--- src/rtl/alu_sequencer_pkg.sv ---
// Shared encodings for the ALU sequencer: FSM states, ALU opcodes and the
// command values that the sequencer treats specially.
package alu_sequencer_pkg;

  typedef enum logic [2:0] {
    S_IDLE  = 3'd0,
    S_EXEC  = 3'd1,
    S_M_ADD = 3'd2,
    S_M_SHL = 3'd3,
    S_M_SHR = 3'd4
  } state_e;

  localparam int ALU_OPW = 4;

  localparam logic [ALU_OPW-1:0] OP_AND = 4'b0000;
  localparam logic [ALU_OPW-1:0] OP_OR  = 4'b0001;
  localparam logic [ALU_OPW-1:0] OP_XOR = 4'b0010;
  localparam logic [ALU_OPW-1:0] OP_NOT = 4'b0011;
  localparam logic [ALU_OPW-1:0] OP_SUB = 4'b0100;
  localparam logic [ALU_OPW-1:0] OP_ADD = 4'b0101;
  localparam logic [ALU_OPW-1:0] OP_RR  = 4'b0110;
  localparam logic [ALU_OPW-1:0] OP_RL  = 4'b0111;
  localparam logic [ALU_OPW-1:0] OP_INC = 4'b1000;
  localparam logic [ALU_OPW-1:0] OP_DEC = 4'b1001;
  localparam logic [ALU_OPW-1:0] OP_IN0 = 4'b1010;
  localparam logic [ALU_OPW-1:0] OP_IN1 = 4'b1011;
  localparam logic [ALU_OPW-1:0] OP_NEG = 4'b1100;

  localparam logic [ALU_OPW-1:0] CMD_MUL = 4'b1101;

  function automatic logic cmd_illegal(input logic [ALU_OPW-1:0] cmd);
    return cmd == 4'b1110 || cmd == 4'b1111;
  endfunction

  // Pass-through ops leave the zero flag alone.
  function automatic logic cmd_keeps_zf(input logic [ALU_OPW-1:0] cmd);
    return cmd == OP_IN0 || cmd == OP_IN1;
  endfunction

endpackage

--- src/rtl/alu_sequencer_alu.sv ---
// Combinational ALU: the only arithmetic resource of the sequencer.
// RR/RL are one-bit logical shifts so the multiply loop drops bits cleanly.
module ALU
  import alu_sequencer_pkg::*;
#(
  parameter int DATA_WIDTH = 8
) (
  input  logic [ALU_OPW-1:0]    OP,
  input  logic [DATA_WIDTH-1:0] IN0,
  input  logic [DATA_WIDTH-1:0] IN1,
  output logic [DATA_WIDTH-1:0] OUT,
  output logic                  ZF
);

  always_comb begin
    OUT = '0;
    case (OP)
      OP_AND:  OUT = IN0 & IN1;
      OP_OR:   OUT = IN0 | IN1;
      OP_XOR:  OUT = IN0 ^ IN1;
      OP_NOT:  OUT = ~IN0;
      OP_SUB:  OUT = IN0 - IN1;
      OP_ADD:  OUT = IN0 + IN1;
      OP_RR:   OUT = IN0 >> 1;
      OP_RL:   OUT = IN0 << 1;
      OP_INC:  OUT = IN0 + 1'b1;
      OP_DEC:  OUT = IN0 - 1'b1;
      OP_IN0:  OUT = IN0;
      OP_IN1:  OUT = IN1;
      OP_NEG:  OUT = '0 - IN0;
      default: OUT = '0;
    endcase
  end

  assign ZF = (OUT == '0);

endmodule

--- src/rtl/alu_sequencer.sv ---
// Command sequencer around a single ALU: one-cycle ALU commands and a
// fixed-latency shift-and-add multiply built from ADD/RL/RR steps.
module alu_sequencer
  import alu_sequencer_pkg::*;
#(
  parameter int DATA_WIDTH = 8,
  parameter int OP_WIDTH   = 4
) (
  input  logic                  CLK,
  input  logic                  RST,
  input  logic                  START,
  input  logic [OP_WIDTH-1:0]   CMD,
  input  logic [DATA_WIDTH-1:0] A,
  input  logic [DATA_WIDTH-1:0] B,
  output logic                  BUSY,
  output logic                  DONE,
  output logic [DATA_WIDTH-1:0] RES,
  output logic                  ZF_OUT,
  output logic                  ERR
);

  localparam int CW = $clog2(DATA_WIDTH + 1);

  state_e state_q, state_d;

  logic [ALU_OPW-1:0]    op_q, op_d;
  logic [DATA_WIDTH-1:0] a_q, a_d;     // operand 0, doubles as multiplicand
  logic [DATA_WIDTH-1:0] b_q, b_d;     // operand 1, doubles as multiplier
  logic [DATA_WIDTH-1:0] acc_q, acc_d;
  logic [CW-1:0]         cnt_q, cnt_d;
  logic [DATA_WIDTH-1:0] res_q, res_d;
  logic                  zf_q, zf_d;
  logic                  err_q, err_d;
  logic                  done_q, done_d;

  logic [ALU_OPW-1:0]    alu_op;
  logic [DATA_WIDTH-1:0] alu_in0, alu_in1, alu_out;
  logic                  alu_zf;
  logic                  last_iter;

  assign last_iter = (cnt_q == CW'(1));

  ALU #(.DATA_WIDTH(DATA_WIDTH)) u_alu (
    .OP  (alu_op),
    .IN0 (alu_in0),
    .IN1 (alu_in1),
    .OUT (alu_out),
    .ZF  (alu_zf)
  );

  // State register
  always_ff @(posedge CLK or posedge RST) begin
    if (RST) state_q <= S_IDLE;
    else     state_q <= state_d;
  end

  // Next-state logic
  always_comb begin
    state_d = state_q;
    case (state_q)
      S_IDLE:  if (START) state_d = S_EXEC;
      S_EXEC:  state_d = (op_q == CMD_MUL) ? S_M_ADD : S_IDLE;
      S_M_ADD: state_d = S_M_SHL;
      S_M_SHL: state_d = S_M_SHR;
      S_M_SHR: state_d = last_iter ? S_IDLE : S_M_ADD;
      default: state_d = S_IDLE;
    endcase
  end

  // Outputs decoded from state
  always_comb begin
    BUSY = (state_q != S_IDLE);
  end

  // ALU operand steering
  always_comb begin
    alu_op  = OP_IN0;
    alu_in0 = acc_q;
    alu_in1 = a_q;
    case (state_q)
      S_EXEC: begin
        alu_op  = op_q;
        alu_in0 = a_q;
        alu_in1 = b_q;
      end
      S_M_ADD: alu_op = b_q[0] ? OP_ADD : OP_IN0;
      S_M_SHL: begin
        alu_op  = OP_RL;
        alu_in0 = a_q;
      end
      S_M_SHR: begin
        alu_op  = OP_RR;
        alu_in0 = b_q;
      end
      default: ;
    endcase
  end

  // Datapath register updates
  always_comb begin
    op_d   = op_q;
    a_d    = a_q;
    b_d    = b_q;
    acc_d  = acc_q;
    cnt_d  = cnt_q;
    res_d  = res_q;
    zf_d   = zf_q;
    err_d  = err_q;
    done_d = 1'b0;
    case (state_q)
      S_IDLE: if (START) begin
        op_d  = CMD[ALU_OPW-1:0];
        a_d   = A;
        b_d   = B;
        acc_d = '0;
        cnt_d = CW'(DATA_WIDTH);
        err_d = 1'b0;
      end
      S_EXEC: begin
        if (cmd_illegal(op_q)) begin
          err_d  = 1'b1;
          done_d = 1'b1;
        end else if (op_q != CMD_MUL) begin
          res_d  = alu_out;
          if (!cmd_keeps_zf(op_q)) zf_d = alu_zf;
          done_d = 1'b1;
        end
      end
      S_M_ADD: acc_d = alu_out;
      S_M_SHL: a_d = alu_out;
      S_M_SHR: begin
        b_d   = alu_out;
        cnt_d = cnt_q - CW'(1);
        if (last_iter) begin
          res_d  = acc_q;
          zf_d   = (acc_q == '0);
          done_d = 1'b1;
        end
      end
      default: ;
    endcase
  end

  always_ff @(posedge CLK or posedge RST) begin
    if (RST) begin
      op_q   <= '0;
      a_q    <= '0;
      b_q    <= '0;
      acc_q  <= '0;
      cnt_q  <= '0;
      res_q  <= '0;
      zf_q   <= 1'b0;
      err_q  <= 1'b0;
      done_q <= 1'b0;
    end else begin
      op_q   <= op_d;
      a_q    <= a_d;
      b_q    <= b_d;
      acc_q  <= acc_d;
      cnt_q  <= cnt_d;
      res_q  <= res_d;
      zf_q   <= zf_d;
      err_q  <= err_d;
      done_q <= done_d;
    end
  end

  assign DONE   = done_q;
  assign RES    = res_q;
  assign ZF_OUT = zf_q;
  assign ERR    = err_q;

endmodule

--- config.mk ---
export PLATFORM = sky130hd
export DESIGN_NAME = alu_sequencer
export DESIGN_NICKNAME = d
export VERILOG_FILES = /design/src/rtl/alu_sequencer_pkg.sv /design/src/rtl/alu_sequencer_alu.sv /design/src/rtl/alu_sequencer.sv
export SDC_FILE = /design/constraint.sdc
export NUM_CORES = 1
export LEC_CHECK = 0
export BUFFER_PORTS_ARGS = -buffer_cell sky130_fd_sc_hd__buf_2
export CAP_MARGIN = 30
export CORE_ASPECT_RATIO = 1.25
export CORE_MARGIN = 2
export CORE_UTILIZATION = 50
export CTS_CLUSTER_DIAMETER = 120
export DETAILED_ROUTE_END_ITERATION = 8
export PLACE_DENSITY = 0.68
export SLEW_MARGIN = 5
export SYNTH_ARGS = -nofsm -noshare
export SYNTH_HDL_FRONTEND = slang
export SYNTH_SLANG_ARGS = --single-unit
export TNS_END_PERCENT = 50
--- constraint.sdc ---
create_clock -name CLK -period 6.4 [get_ports CLK]
set_clock_uncertainty 0.1 [all_clocks]
set_input_delay 1.28 -clock CLK [delete_from_list [all_inputs] [get_ports CLK]]
set_output_delay 1.28 -clock CLK [all_outputs]
set_load 0.01 [all_outputs]
==> impl_metrics.yaml, run 1 <==
status:
  outcome: "completed"
detailed_routing:
  dr.first_iter.drc_count: 346
  wl_per_cell_um: 22.9
  wl_um: 14600
  dr.pass1.iters: 5
  routed_via_density: 6.78
  vias: 4313
  drcViolationCount: 0
  ant_nets: 0
timing:
  min_period_ps: 5230
  layout_worst_path_cycle_share_pct: 81.7
  slew_headroom_pct: 31.1
  setup_viol: 0
  rsz0062_at_grt: "no"
  worst_pin_slew_ps: 1030
  finalSetupTns_ps: 0
  final_hold_viol_count: 0
  max_freq_mhz: 191
  drv_slew: 0
place:
  globalplace.congestion: 1.04
  port_buffers: 34
  dpl.hpwl_um: 11300
yosys:
  synth_area_leader_cell: "dfrtp_1"
  synthesis.nets: 572
  synthCells: 520
  ys_types: 78
  ys_warn_count: 0
  synthTopCellsByCount: "nand2_1 (57), dfrtp_1 (46), nor2_1 (36)"
  synth_edf_count: 0
  netlist_area_um2: 4360
  synth_most_common_cell: "nand2_1"
  ys_top_cells_by_area: "dfrtp_1 (26%), ha_1 (8.0%), nand2_1 (4.9%)"
  postSynthAreaPerCell_um2: 8.39
  async_flop_share_pct: 100
  synth_top_cell_area_share_pct: 26.4
  synth_top_flop_cell: "dfrtp_1"
  synth-seq-cells: 46
  synth_seq_area_share_pct: 26.4
floorplanning:
  die_x_um: 87.5
  start_util_pct: 51.0
  core_area_um2: 8560
  dieArea_um2: 9490
  die_y_um: 108
  rows: 38
  pin_count: 35
worst_setup_path:
  crit_path_top_delay_cell: "dfrtp_1"
  cp_top_family: "compound AO/OA/AOI/OAI gates"
  crit_fanout: 34
  max_stage_delay_ps: 1010
  crit_type: "flop to flop"
  critPathBufInv: 0
  worstPathRequired_ps: 6550
  cp-end-kind: "flop"
  worstPathArrival_ps: 5380
  cp_cell_sequence: "or3b_1 > mux2i_1 > ha_1 > o21ai_0 > a22o_1 > fa_1 > a21o_1 > a211oi_1 > nor3b_1 > a2111o_1 > a211oi_2 > nor3b_2 > and4_1 > a31o_1"
  critPathLaunchType: "flop"
layout:
  multiInputGateArea_um2: 2940
  drive_gt1_share_pct: 15.5
  final_nets: 587
  n_antenna_cell: 0
  fillers: 807
  area_delta_synth_final_pct: 6.60
  regArea_um2: 1150
clocking:
  htreeDepth: 2
  cts_hold_buf: 0
  path_clk_slew_ps: 90
  cts.sinks: 46
  clockBufferDepth: 2
  clock_latency_ps: 310
  cts_tree: "built"
  cts_resized: 0
  cts_root_buffer: "clkbuf_8"
  cts_setup_buffers: 0
  cts_inserted_buffers: 5
run:
  drv_cap: 0
grt:
  grt_max_degree: 47
  grt_use_total_pct: 32.3
  grt_antenna_before_repair: 0
  grt_pass1_wl_um: 23100
  grt_pass1_vias: 4237
  grt_overflow: 0
hold_path:
  hp-class: "flop to flop"
## cell type report
class,count,area share [%]
Clock inverter,1,0.646
Clock buffer,7,1.64
Multi-Input combinational cell,416,63.3
Timing Repair Buffer,40,4.90
Inverter,26,2.10
Tap cell,100,2.69
Sequential cell,46,24.8
## state kept, by name (all words and copies together), names as in the netlist
name	flops
a_q	8
b_q	8
acc_q	8
ZF_OUT	1
RES	8
state_q	3
cnt_q	4
op_q	4
ERR	1
DONE	1
## per-stage QoR
| stage | cells | util (%) | area [um^2] | setup slack [ps] | hold slack [ps] |
|---|---|---|---|---|---|
| floorplan | 520 | - | 4360 | 2290 | 353 |
| global placement | 627 | 52.8 | 4520 | 1450 | 372 |
| detailed placement | 627 | 52.8 | 4520 | 1320 | 392 |
| CTS | 635 | 54.1 | 4630 | 1290 | 405 |
| global route | 636 | 54.3 | 4650 | 808 | 421 |
| finish | 636 | 54.3 | 4650 | 1170 | 401 |
## cells in the final DEF, fill, tap and decap left out, drive strengths merged, types with 6 or more instances in the layout
master	netlist	final
nand2b	6	6
nor2b	12	12
a221oi	11	11
o21ai	29	29
nor2	37	37
a22oi	16	16
dfrtp	46	46
nand2	57	57
ha	28	28
a211oi	9	9
clkbuf	17	7
nor3b	6	6
a21o	8	8
buf	15	40
nor4b	7	7
inv	26	26
nor3	10	10
o22ai	18	18
xnor2	9	9
mux2	11	11
mux2i	17	17
a21oi	25	25
nand3	18	18
a31oi	8	8
## cell families after synthesis
| logic type | Yosys count | share of synthesized area [%] |
|---|---|---|
| AO/OA/AOI/OAI | 163 | 26.8 |
| XOR/XNOR | 11 | 2.21 |
| adder cells (fa/ha/maj) | 29 | 8.49 |
| buffers and inverters | 58 | 6.17 |
| flip-flops | 46 | 26.4 |
| multiplexers | 28 | 7.03 |
| AND/OR/NAND/NOR | 185 | 22.9 |
## path summary, 6_finish.rpt
| path | from | to | slack, ps | depth (start not counted) |
|---|---|---|---|---|
| worst max-delay path | state_q[2] | ZF_OUT | 1170 | 14 |
| worst min-delay path | cnt_q[3] | cnt_q[3] | 400 | 1 |
| worst max register to register | state_q[2] | ZF_OUT | 1170 | 14 |
| worst min register to register | cnt_q[3] | cnt_q[3] | 400 | 1 |
| max in group asynchronous | RST | RES[5] | 4980 | 3 |
| min in group asynchronous | RST | op_q[2] | 760 | 2 |
## routing by layer
layer,up-vias,GRT usage (%),share of wire [%]
li1,1961,-,-
met1,2044,38.7,37
met2,231,52.8,48
met3,77,4.81,7.2
met4,0,21.9,7.5
met5,-,0,0
Power of run 1 is not shown: default switching activity piles up to over one toggle a cycle in this logic, so the estimate is an artifact.
==> run 2: changes to the inputs <==
clock period = 5.3 ns   (was 6.4 ns; I/O delays follow)
==> run 2 against run 1 <==
Core utilization up 0.51 points. Design area up 0.94%. Sequential share of layout area down 0.23 points. Worst hold slack better by 1.6 ps. Setup slack worse by 620 ps. Via count down 0.19%. Fmax up 10%. Die area unchanged. Critical path depth unchanged.
==> impl_metrics.yaml, run 2 (synthesized netlist as in run 1, its figures left out) <==
detailed_routing:
  vias: 4305
  dr.pass1.iters: 6
  drcViolationCount: 0
  wl_um: 14200
  dr.first_iter.drc_count: 432
  route.met2.wl_um: 6890
  routed_via_density: 6.70
  wl_met3_um: 950
  wl_met1_um: 5650
  wl_per_cell_um: 22.1
  ant_nets: 0
  top_layer: "met4"
worst_setup_path:
  crit_type: "flop to flop"
  timing.rr.start: "state_q[1]"
  cp-end-kind: "flop"
  worstPathArrival_ps: 4900
  crit_fanout: 28
  max_stage_delay_ps: 970
  cp_top_family: "compound AO/OA/AOI/OAI gates"
  critPathLaunchType: "flop"
  cp.depth: 14
  worstPathRequired_ps: 5440
  rrSetupSlack_ps: 550
  r2r_cells: 14
  startpoint: "state_q[1]"
  r2r-end: "ZF_OUT"
  critPathBufInv: 0
  crit_path_top_delay_cell: "dfrtp_1"
  cp_cell_sequence: "o21ai_1 > o211ai_1 > nand2b_1 > o21ai_0 > a21oi_1 > ha_1 > a21o_1 > a211oi_1 > nor3b_1 > a2111o_1 > a211oi_2 > nor3b_2 > and4_1 > a31o_1"
layout:
  final_nets: 596
  final_cell_mix: "nand2_1 (57), dfrtp_1 (46), nor2_1 (36)"
  fillers: 812
  drive_gt1_share_pct: 16.9
  n_antenna_cell: 0
  layout_commonest_cell: "nand2_1"
  final_cells: 643
  area_delta_synth_final_pct: 7.60
clocking:
  cts_setup_buffers: 0
  cts_hold_buf: 0
  cts_tree: "built"
  path_clk_slew_ps: 80
  cts_resized: 0
  cts_inserted_buffers: 5
  clock_latency_ps: 310
  htreeDepth: 2
  clockBufferDepth: 2
  cts_root_buffer: "clkbuf_8"
  cts.sinks: 46
timing:
  layout_worst_path_cycle_share_pct: 89.7
  drv_slew: 0
  max_freq_mhz: 210
  rsz0062_at_grt: "no"
  final_hold_viol_count: 0
  finalSetupTns_ps: 0
  slew_headroom_pct: 37.4
  worst_pin_slew_ps: 939
  min_period_ps: 4750
  setup_viol: 0
place:
  port_buffers: 34
  dpl.hpwl_um: 11000
  dp_cells: 636
  globalplace.congestion: 1.04
floorplanning:
  core_area_um2: 8560
  start_util_pct: 51.0
  pin_count: 35
  die_y_um: 108
  rows: 38
  dieArea_um2: 9490
  die_x_um: 87.5
hold_path:
  hold_path_end: "cnt_q[3]"
  hp-class: "flop to flop"
  worstHoldStart: "cnt_q[3]"
  worstHoldPathCells: 1
grt:
  grt_max_degree: 47
  grt_pass1_vias: 4057
  grt_overflow: 0
  grt_pass1_wl_um: 22500
  grt_use_total_pct: 31.1
  grt_antenna_before_repair: 0
status:
  outcome: "completed"
run:
  drv_cap: 0
## run 2: worst max path at each step
stage | slack, ps | end
finish | 550 | ZF_OUT
global route | 290 | ZF_OUT
CTS | 690 | ZF_OUT
detailed placement | 730 | ZF_OUT
global placement | 860 | ZF_OUT
floorplan | 1190 | ZF_OUT
## run 2: final cells by class
| cell class | count | area (um^2) | share of cell area, % |
|---|---|---|---|
| repair buffers | 49 | 295 | 6.29 |
| well taps | 100 | 125 | 2.67 |
| flip-flops and latches | 46 | 1150 | 24.5 |
| multi-input cells | 416 | 2940 | 62.7 |
| inverters | 26 | 97.6 | 2.08 |
| clock buffers | 6 | 82.6 | 1.76 |
## run 2: stage by stage
| stage | cell area, um^2 | hold WS, ps | util (%) | setup WS (ps) |
|---|---|---|---|---|
| floorplan | 4360 | 353 | - | 1190 |
| global placement | 4590 | 378 | 53.6 | 855 |
| detailed placement | 4590 | 382 | 53.6 | 728 |
| CTS | 4670 | 398 | 54.6 | 689 |
| global route | 4690 | 421 | 54.8 | 288 |
| finish | 4690 | 402 | 54.8 | 548 |
## run 2: routing by layer
metal	vias to the layer above	GRT usage (%)
li1	1977	-
met1	2040	39.6
met2	229	51.4
met3	59	3.97
met4	0	15.4
met5	-	0
Power of run 2 is left out for the same reason.
